==> src/rtl/bcd_counter_7seg_mux.sv <==
// Multi-digit BCD up/down counter with synchronous load, wrap/borrow pulse and a
// time-multiplexed 7-segment driver (shared seg bus, one-hot digit select).
module bcd_counter_7seg_mux #(
    parameter int DIGITS         = 4,
    parameter int SCAN_DIV       = 4,
    parameter bit SEG_ACTIVE_LOW = 1'b0
) (
    input  logic                clk,
    input  logic                reset,
    input  logic                en,
    input  logic                up_down,
    input  logic                load,
    input  logic [4*DIGITS-1:0] load_val,
    output logic [4*DIGITS-1:0] count,
    output logic                carry,
    output logic [6:0]          seg,
    output logic [DIGITS-1:0]   an
);
    localparam int IDX_W = (DIGITS > 1) ? $clog2(DIGITS) : 1;
    localparam int PRE_W = (SCAN_DIV > 1) ? $clog2(SCAN_DIV) : 1;
    localparam logic [IDX_W-1:0] IDX_LAST = IDX_W'(DIGITS - 1);
    localparam logic [PRE_W-1:0] PRE_LAST = PRE_W'(SCAN_DIV - 1);

    function automatic logic [6:0] seg7_decode(input logic [3:0] digit);
        case (digit)
            4'd0:    seg7_decode = 7'b0111111;
            4'd1:    seg7_decode = 7'b0000110;
            4'd2:    seg7_decode = 7'b1011011;
            4'd3:    seg7_decode = 7'b1001111;
            4'd4:    seg7_decode = 7'b1100110;
            4'd5:    seg7_decode = 7'b1101101;
            4'd6:    seg7_decode = 7'b1111101;
            4'd7:    seg7_decode = 7'b0000111;
            4'd8:    seg7_decode = 7'b1111111;
            4'd9:    seg7_decode = 7'b1101111;
            default: seg7_decode = 7'b0000000;
        endcase
    endfunction

    logic [4*DIGITS-1:0] count_r;
    logic [4*DIGITS-1:0] next_count_s;
    logic                carry_r;
    logic                next_carry_s;
    logic                ripple_s;
    logic [3:0]          nib_s;
    logic [PRE_W-1:0]    pre_r;
    logic [IDX_W-1:0]    scan_r;
    logic [3:0]          digit_s;
    logic [6:0]          seg_raw_s;
    logic [DIGITS-1:0]   an_raw_s;

    // Next count: load clamps bad nibbles to 0, a step ripples from digit 0 upward.
    always_comb begin
        next_count_s = count_r;
        next_carry_s = 1'b0;
        ripple_s     = 1'b1;
        nib_s        = 4'd0;
        if (load) begin
            for (int i = 0; i < DIGITS; i++) begin
                nib_s = load_val[4*i +: 4];
                next_count_s[4*i +: 4] = (nib_s > 4'd9) ? 4'd0 : nib_s;
            end
        end else if (en) begin
            for (int i = 0; i < DIGITS; i++) begin
                nib_s = count_r[4*i +: 4];
                if (!ripple_s) begin
                    next_count_s[4*i +: 4] = nib_s;
                end else if (up_down) begin
                    if (nib_s == 4'd9) begin
                        next_count_s[4*i +: 4] = 4'd0;
                    end else begin
                        next_count_s[4*i +: 4] = nib_s + 4'd1;
                        ripple_s = 1'b0;
                    end
                end else begin
                    if (nib_s == 4'd0) begin
                        next_count_s[4*i +: 4] = 4'd9;
                    end else begin
                        next_count_s[4*i +: 4] = nib_s - 4'd1;
                        ripple_s = 1'b0;
                    end
                end
            end
            // A ripple surviving the top digit means every digit wrapped.
            next_carry_s = ripple_s;
        end else begin
            next_count_s = count_r;
            next_carry_s = 1'b0;
        end
    end

    // Counter value and wrap/borrow pulse registers.
    always_ff @(posedge clk) begin
        if (reset) begin
            count_r <= '0;
            carry_r <= 1'b0;
        end else begin
            count_r <= next_count_s;
            carry_r <= next_carry_s;
        end
    end

    // Scan prescaler and digit index, free-running regardless of en/load.
    always_ff @(posedge clk) begin
        if (reset) begin
            pre_r  <= '0;
            scan_r <= '0;
        end else if (pre_r == PRE_LAST) begin
            pre_r  <= '0;
            scan_r <= (scan_r == IDX_LAST) ? '0 : scan_r + IDX_W'(1);
        end else begin
            pre_r  <= pre_r + PRE_W'(1);
            scan_r <= scan_r;
        end
    end

    // Display path straight from registers so seg tracks count with no added latency.
    always_comb begin
        digit_s   = 4'(count_r >> {scan_r, 2'b00});
        seg_raw_s = seg7_decode(digit_s);
        an_raw_s  = DIGITS'(1'b1) << scan_r;
        if (SEG_ACTIVE_LOW) begin
            seg = ~seg_raw_s;
            an  = ~an_raw_s;
        end else begin
            seg = seg_raw_s;
            an  = an_raw_s;
        end
    end

    assign count = count_r;
    assign carry = carry_r;

endmodule

==> config.mk <==
export PLATFORM = sky130hd
export DESIGN_NAME = bcd_counter_7seg_mux
export DESIGN_NICKNAME = d
export VERILOG_FILES = /design/src/rtl/bcd_counter_7seg_mux.sv
export SDC_FILE = /design/constraint.sdc
export NUM_CORES = 1
export LEC_CHECK = 0
export CORE_UTILIZATION = 41
export CTS_CLUSTER_DIAMETER = 50
export DETAILED_ROUTE_END_ITERATION = 12
export PLACE_DENSITY = 0.67
export SETUP_SLACK_MARGIN = 0.05
export SLEW_MARGIN = 20
export SYNTH_ARGS = -nofsm -noshare
export SYNTH_HDL_FRONTEND = slang
export SYNTH_SLANG_ARGS = --single-unit
==> constraint.sdc <==
create_clock -name clk -period 2.6 [get_ports clk]
set_clock_uncertainty 0.05 [all_clocks]
set_input_delay 0.39 -clock clk [delete_from_list [all_inputs] [get_ports clk]]
set_output_delay 0.39 -clock clk [all_outputs]
set_load 0.02 [all_outputs]
==> results.ini, run 1 <==
[global_route]
grt_overflow=0
grt_pass1_wl_mm=8.63
track_usage_pct=21.0
antenna_found_initial=0
grt_max_degree=17
grt_pass1_vias=1834

[final_layout]
diodes=0
utilization_pct=58.1
drive_above_1_share_pct=19.1
final_nets=358
area_growth_pct=36.3
final_cell_area_mm2=0.00274

[placed_design]
placed_area_mm2=0.00271
dp_hpwl_mm=4.06
port-buffer-count=48
routabilityCongestion=0.825

[power_and_ir_drop]
power_mw=1.01
leakage_nw=1.04
power_density_mw_per_mm2=369
irDropWorstVdd_mv=0.236

[synth]
synth_seq_area_share_pct=20.9
synth_top_area_cell=dfxtp_1
ys_types=58
synth-edff-count=0
synthFlopType=dfxtp_1
ys_async_sr_fraction_pct=0
syn_avg_cell_area_um2=7.60
synthTopCellsByArea=dfxtp_1 (21%), ha_1 (6.8%), nor2_1 (5.0%)
ys_ff_latch=21
ys_warn_count=0
syn_nets=297
synth_top_area_share_pct=20.9
synthCells=265
netlist_area_mm2=0.00201

[worst_setup_path]
required_ns=2.16
crit_type=register to output pin
start_kind=register
worstSetupEndpointType=output pin
path_max_fanout=3
crit_arrival_ns=1.99

[floorplan]
ios=49
die_h_um=72.1
num_rows=25
die_area_mm2=0.00519
fp.dieW_um=72.1
core_mm2=0.00472
initial_core_util_pct=42.6

[sta]
worst_pin_slew_ns=0.434
setup_viol=0
slew_headroom_pct=71.0
max_freq_ghz=0.411
period_minus_slack_ns=2.43
rsz0062_at_grt=yes
hold_viol=0
maxSlewViolCount=0
period_share_pct=93.5
setup_tns_ns=0

[detailed_routing]
routed_wl_mm=5.25
drt_iter0_drc=104
vias=2097
viasPerCell=5.35
firstDrtPassIters=4
routedWlPerCell_um=13.4
antenna_left=0
route.detailed.drc=0

[clocking]
numCtsBuffers=3
cts_hold_buf=0
clk_path_buf_depth=2
cts.sinks=21
cts_tree=yes
h-tree-depth=1
clock_latency_ns=0.26
cts_resized=8
cts_setup_buffers=0
root_buffer=clkbuf_8
clk_pin_slew_worst_paths_ns=0.08

[worst_hold_path]
min_path_type=register to register

[outcome]
status=complete, no violations

[job]
maxCapViolations=0

## routing by layer
layer / GRT usage (%) / routed length (um) / share of wire [%] / up-vias
li1: - / - / - / 1082
met5: 0 / 0 / 0 / -
met4: 4.79 / 65 / 1.2 / 0
met2: 34.6 / 2520 / 48 / 51
met1: 29.1 / 2470 / 47 / 958
met3: 2.78 / 199 / 3.8 / 6
## flip-flops by register name, indices dropped and copies added (netlist names)
register and cells:
scan_r 2, count 16, pre_r 2, carry 1
## where the power goes
part	switching, mW	internal [mW]	total [mW]
registers	0.0138	0.342	0.356
clock network	0.111	0.107	0.217
logic	0.236	0.204	0.440
total	0.360	0.653	1.01
## stage by stage
step / instances / setup WS, ns / hold slack, ns
final: 392 / 0.169 / 0.378
after global routing: 392 / 0.0363 / 0.405
after CTS: 392 / 0.0951 / 0.382
after detailed placement: 388 / 0.0530 / 0.369
after global placement: 388 / 0.102 / 0.360
after floorplan: 265 / 0.0758 / 0.348
## worst max-delay path, cell delays in order, from the launching register on
cell             delay, ns
dfxtp_2               0.37
mux4_2                0.55
inv_2                 0.10
ha_1                  0.15
nor2_1                0.05
o21bai_1              0.13
o21ai_0               0.10
clkdlybuf4s15_1       0.29
## cells by family after synthesis
kind of cell               count (synthesis)  share of synthesized area [%]
AOI/OAI and AO/OA                         78                           26.5
xor gates and xnor gates                  10                           4.35
adders and majority gates                 11                           6.84
buffers and inverters                     43                           9.20
DFF                                       21                           20.9
muxes                                      9                           7.02
and+or+nand+nor                           93                           25.2
## cell type report
type / count / area [um2]
fillers: 456 / 1980
multi-input cells: 201 / 1410
repair buffers: 82 / 719
flip-flops and latches: 21 / 423
well taps: 67 / 83.8
inverters: 17 / 63.8
clock buffers: 3 / 41.3
clock inverters: 1 / 5.00
## placed cells by master, fill, tap and decap left out, drive strengths merged, types with 3 or more instances in the layout
cell type       n
o31ai           3
nand3          13
xnor2           7
nor4            5
nor3b           4
nand2b          8
nor3           10
or2             3
clkdlybuf4s50  41
buf            34
mux2i           4
clkdlybuf4s15   3
xor2            3
nor2           27
a31oi           3
ha             11
o22ai           5
a21o            5
a21oi          13
inv            16
a211oi          8
clkbuf          6
mux4            4
nand2          11
dfxtp          21
nand3b          3
o21ai          21
## final timing paths
check,cells after the start,startpoint,slack (ns),end
setup / recovery,7,scan_r[1],0.17,seg[3]
hold / removal,1,pre_r[0],0.38,pre_r[0]
setup reg to reg,7,count[1],0.78,count[8]
hold reg to reg,1,pre_r[0],0.38,pre_r[0]
## cell usage after synthesis (5+ instances only)
cell	count
clkbuf_1	14
xnor2_1	7
nand2b_1	8
inv_1	16
o22ai_1	5
nand2_1	11
o21ai_0	20
buf_2	9
nor3_1	9
dfxtp_1	21
nor2_1	27
ha_1	11
a21oi_1	13
nand3_1	13
a211oi_1	7
No activity file was read; power rests on OpenSTA's default activity.
==> run 2, diff against run 1 <==
==> constraint.sdc (replaced) <==
create_clock -name clk -period 2.7 [get_ports clk]
set_clock_uncertainty 0.05 [all_clocks]
set_input_delay 0.405 -clock clk [delete_from_list [all_inputs] [get_ports clk]]
set_output_delay 0.405 -clock clk [all_outputs]
set_load 0.02 [all_outputs]
==> run 2 against run 1 <==
  * Sequential cell count is the same
  * Sequential share of layout area grew 0.16 points
  * Hold slack lost 0.0029 ns
  * Cell count shrank 1.5%
  * Wire length shrank 0.38%
  * Register-to-register slack gained 0.12 ns
  * Largest cell class unchanged
  * Largest power group unchanged
==> results.ini, run 2 (synthesized netlist as in run 1, its figures left out) <==
[worst_setup_path]
max_stage_delay_ns=0.53
cp_top_family=multiplexers
crit_arrival_ns=2.05
start_kind=register
required_ns=2.25
critical_path_buf_inv_count=2
worstSetupEndpointType=output pin
crit_type=register to output pin
path_max_fanout=3
path_cells=mux4_2, inv_1, ha_1, nor2_1, o21bai_1, o21ai_0, dlygate4sd2_1
cp_slowest_cell=mux4_2

[final_layout]
mostFrequentLayoutCells=clkdlybuf4s50_1 (41), nor2_1 (27), buf_4 (27)
diodes=0
drive_above_1_share_pct=16.6
multi_input_comb_area_mm2=0.00141
final_cell_area_mm2=0.00272
fill_cells=461
area_growth_pct=34.9
layout_commonest_cell=clkdlybuf4s50_1
fin_cells=386
largest_register_ffs=16
regArea_um2=423
final_nets=352

[placed_design]
port-buffer-count=48
routabilityCongestion=0.858
dp_hpwl_mm=4.04
placed_area_mm2=0.00268
dp_cells=382

[floorplan]
die_h_um=72.1
ios=49
core_mm2=0.00472
initial_core_util_pct=42.6
num_rows=25
fp.dieW_um=72.1
die_area_mm2=0.00519

[sta]
period_minus_slack_ns=2.50
slew_headroom_pct=75.1
setup_tns_ns=0
maxSlewViolCount=0
worst_pin_slew_ns=0.371
period_share_pct=92.7
hold_viol=0
hold_ws_ns=0.375
setup_viol=0
rsz0062_at_grt=no
max_freq_ghz=0.400

[detailed_routing]
route.detailed.drc=0
firstDrtPassIters=4
vias=2107
routed_wl_mm=5.23
antenna_left=0
viasPerCell=5.46
routedWlPerCell_um=13.5
drt_iter0_drc=97

[global_route]
use_met3_pct=2.36
track_usage_pct=20.3
grt_pass1_vias=1803
antenna_found_initial=0
grt_pass1_wl_mm=8.52
grt_max_degree=32
grt_overflow=0
top_usage_layer=met2
met1_usage_pct=28.4
use_met2_pct=34.2

[worst_hold_path]
min_path_type=register to register

[clocking]
clk_path_buf_depth=2
cts_setup_buffers=0
cts.sinks=21
numCtsBuffers=3
cts_resized=7
clk_pin_slew_worst_paths_ns=0.07
h-tree-depth=1
cts_hold_buf=0
cts_tree=yes
root_buffer=clkbuf_8
clock_latency_ns=0.26

[power_and_ir_drop]
seqPwrFrac_pct=35.2
p_int_uw=624
leakage_nw=1.01
switching_share_pct=35.7
comb_power_share_pct=43.0
irDropWorstVdd_mv=0.171
switchingPower_uw=346
clock_power_share_pct=21.7
power_density_mw_per_mm2=357

[outcome]
status=complete, no violations

[job]
maxCapViolations=0

run 2: changes by cell type in the layout (fill, tap and decap cells not counted), sizes merged:
cell	before	now
clkdlybuf4s15	3	0
clkbuf	6	4
buf	34	28
dlygate4sd2	1	6
run 2: final cells by class:
class / count / area share, %
Tap cell: 67 / 3.09
Clock buffer: 3 / 1.52
Inverter: 17 / 2.35
Multi-Input combinational cell: 201 / 51.8
Sequential cell: 21 / 15.6
Timing Repair Buffer: 76 / 25.4
Clock inverter: 1 / 0.184
run 2: worst paths after layout:
path,start,to,slack (ns),cells after the start
min,pre_r[0],pre_r[0],0.37,1
max,scan_r[1],seg[0],0.20,7
max reg2reg,count[2],count[8],0.90,7
min reg2reg,pre_r[0],pre_r[0],0.37,1
run 2: layer usage:
layer / vias up / share of wire [%]
met4: 0 / 0.46
met5: - / 0
li1: 1075 / -
met3: 5 / 4.3
met1: 974 / 48
met2: 53 / 48
run 2: stage by stage:
| step | utilization (%) | total power, mW | worst slack, ns |
|---|---|---|---|
| after global routing | 57.5 | 1.03 | 0.0752 |
| final | 57.5 | 0.970 | 0.198 |
| after floorplan | - | 0.611 | 0.161 |
| after CTS | 57.5 | 0.976 | 0.105 |
| after detailed placement | 56.7 | 0.780 | 0.103 |
| after global placement | 56.7 | 0.775 | 0.153 |
run 2: power groups by stage:
stage | registers (mW) | clock network (mW) | logic [mW]
after floorplan | 0.364 | 0 | 0.247
after global placement | 0.349 | 0 | 0.426
after detailed placement | 0.349 | 0 | 0.431
after CTS | 0.341 | 0.215 | 0.419
after global routing | 0.344 | 0.232 | 0.457
final | 0.342 | 0.211 | 0.418
==> run 3, diff against run 2 <==
--- a/config.mk
+++ b/config.mk
@@ -5,6 +5,7 @@
 export SDC_FILE = /design/constraint.sdc
 export NUM_CORES = 1
 export LEC_CHECK = 0
+export CORE_MARGIN = 10
 export CORE_UTILIZATION = 41
 export CTS_CLUSTER_DIAMETER = 50
 export DETAILED_ROUTE_END_ITERATION = 12
==> run 3 against run 2 <==
  * Sequential power barely moved
  * Final area hardly changed
  * Critical path depth fell by 1
  * Hold slack lost 0.0024 ns
  * Cell count grew 0.52%
  * First-iteration DRC count increased by 52%
  * Register-to-register slack got worse by 0.08 ns
  * Core utilization shrank 0.43 points
  * Maximum frequency is 0.21% lower
  * Critical path type unchanged
  * Largest cell class unchanged
==> results.ini, run 3 (synthesized netlist as in run 1, its figures left out) <==
[sta]
setup_tns_ns=0
period_share_pct=92.9
period_minus_slack_ns=2.51
maxSlewViolCount=0
hold_ws_ns=0.373
slew_headroom_pct=67.4
max_freq_ghz=0.399
setup_ws_ns=0.193
setup_viol=0
worst_pin_slew_ns=0.488
rsz0062_at_grt=no
hold_viol=0

[final_layout]
fill_cells=481
area_growth_pct=34.7
final_cell_area_mm2=0.00271
layout_commonest_cell=clkdlybuf4s50_1
final_nets=354
largest_register_ffs=16
drive_above_1_share_pct=17.1
mostFrequentLayoutCells=clkdlybuf4s50_1 (41), buf_4 (30), nor2_1 (27)
regArea_um2=422
fin_cells=388
multi_input_comb_area_mm2=0.00141
utilization_pct=57.1
diodes=0

[floorplan]
die_area_mm2=0.00811
core_mm2=0.00475
ios=49
fp.dieW_um=90.1
num_rows=25
initial_core_util_pct=42.3
die_h_um=90.1

[power_and_ir_drop]
power_density_mw_per_mm2=359
power_uw=973
leakage_nw=1.02
irDropWorstVdd_mv=0.322

[outcome]
status=complete, no violations

[placed_design]
post-place-ws_ns=0.0678
placed_area_mm2=0.00267
dp_hpwl_mm=4.49
dp_cells=382
routabilityCongestion=0.847
port-buffer-count=48

[worst_setup_path]
cp.depth=6
reg2reg_from=count[2]
cp_slowest_cell=mux4_2
cp_top_family=multiplexers
path_cells=mux4_2, inv_1, nor2_1, o21bai_1, o21ai_0, dlygate4sd2_1
startpoint=scan_r[0]
path_max_fanout=5
r2r_setup_slack_ns=0.82
critical_path_buf_inv_count=2
crit_arrival_ns=2.05
crit_type=register to output pin
required_ns=2.25
endpoint=seg[3]
max_stage_delay_ns=0.58
start_kind=register
worstSetupEndpointType=output pin
r2r_cells=7
rr_endpoint=count[8]

[global_route]
grt_pass1_wl_mm=9.61
grt_overflow=0
antenna_found_initial=0
track_usage_pct=13.6
grt_max_degree=19
grt_pass1_vias=2032

[clocking]
numCtsBuffers=3
clk_pin_slew_worst_paths_ns=0.08
cts.sinks=21
root_buffer=clkbuf_8
h-tree-depth=1
cts_tree=yes
clock_latency_ns=0.26
clk_path_buf_depth=2
cts_hold_buf=0

[detailed_routing]
drt_iter0_drc=147
firstDrtPassIters=4
viasPerCell=5.56
vias=2156
routed_wl_mm=5.70
routedWlPerCell_um=14.7
antenna_left=0
route.detailed.drc=0

[worst_hold_path]
min_path_type=register to register

[job]
maxCapViolations=0

## run 3: final cells by class
| class | count | area share, % |
|---|---|---|
| multi-input cells | 201 | 51.9 |
| repair buffers | 78 | 25.4 |
| flip-flops and latches | 21 | 15.5 |
| well taps | 67 | 3.09 |
| inverters | 17 | 2.35 |
| clock buffers | 3 | 1.52 |
| clock inverters | 1 | 0.185 |
## run 3: worst min path at each step
stage / startpoint / end / slack (ns) / depth (start not counted)
floorplan: pre_r[0] / pre_r[0] / 0.35 / 1
global placement: pre_r[0] / pre_r[0] / 0.36 / 1
detailed placement: pre_r[0] / pre_r[0] / 0.37 / 1
CTS: pre_r[0] / pre_r[0] / 0.38 / 1
global route: pre_r[0] / pre_r[0] / 0.40 / 1
finish: pre_r[0] / pre_r[0] / 0.37 / 1
## run 3: worst reg2reg max path, cell delays in order, from the launching register on
cell,delay (ns)
dfxtp_1,0.33
buf_4,0.18
nor3b_4,0.29
o21ai_2,0.21
nor4_4,0.27
buf_4,0.19
xnor2_1,0.08
a211oi_2,0.21
## run 3: power breakdown
group	switching (mW)	internal, mW	leakage, nW	total [mW]
Sequential	0.0127	0.329	0.173	0.341
Clock	0.109	0.103	0.0255	0.212
Combinational	0.229	0.191	0.820	0.420
Total	0.351	0.622	1.02	0.973
## run 3: routing by layer
metal / up-vias / GRT usage, % / part of all wire [%]
li1: 1076 / - / -
met1: 1026 / 15.4 / 44
met2: 46 / 24.3 / 50
met3: 8 / 4.07 / 4.8
met4: 0 / 3.45 / 1.5
met5: - / 0 / 0
## run 3: timing repair
| action | 4_1_cts | 5_1_grt |
|---|---|---|
| gates resized for setup | 7 | 6 |
| endpoints found under the setup margin | 7 | 6 |
| setup buffers | 0 | 2 |
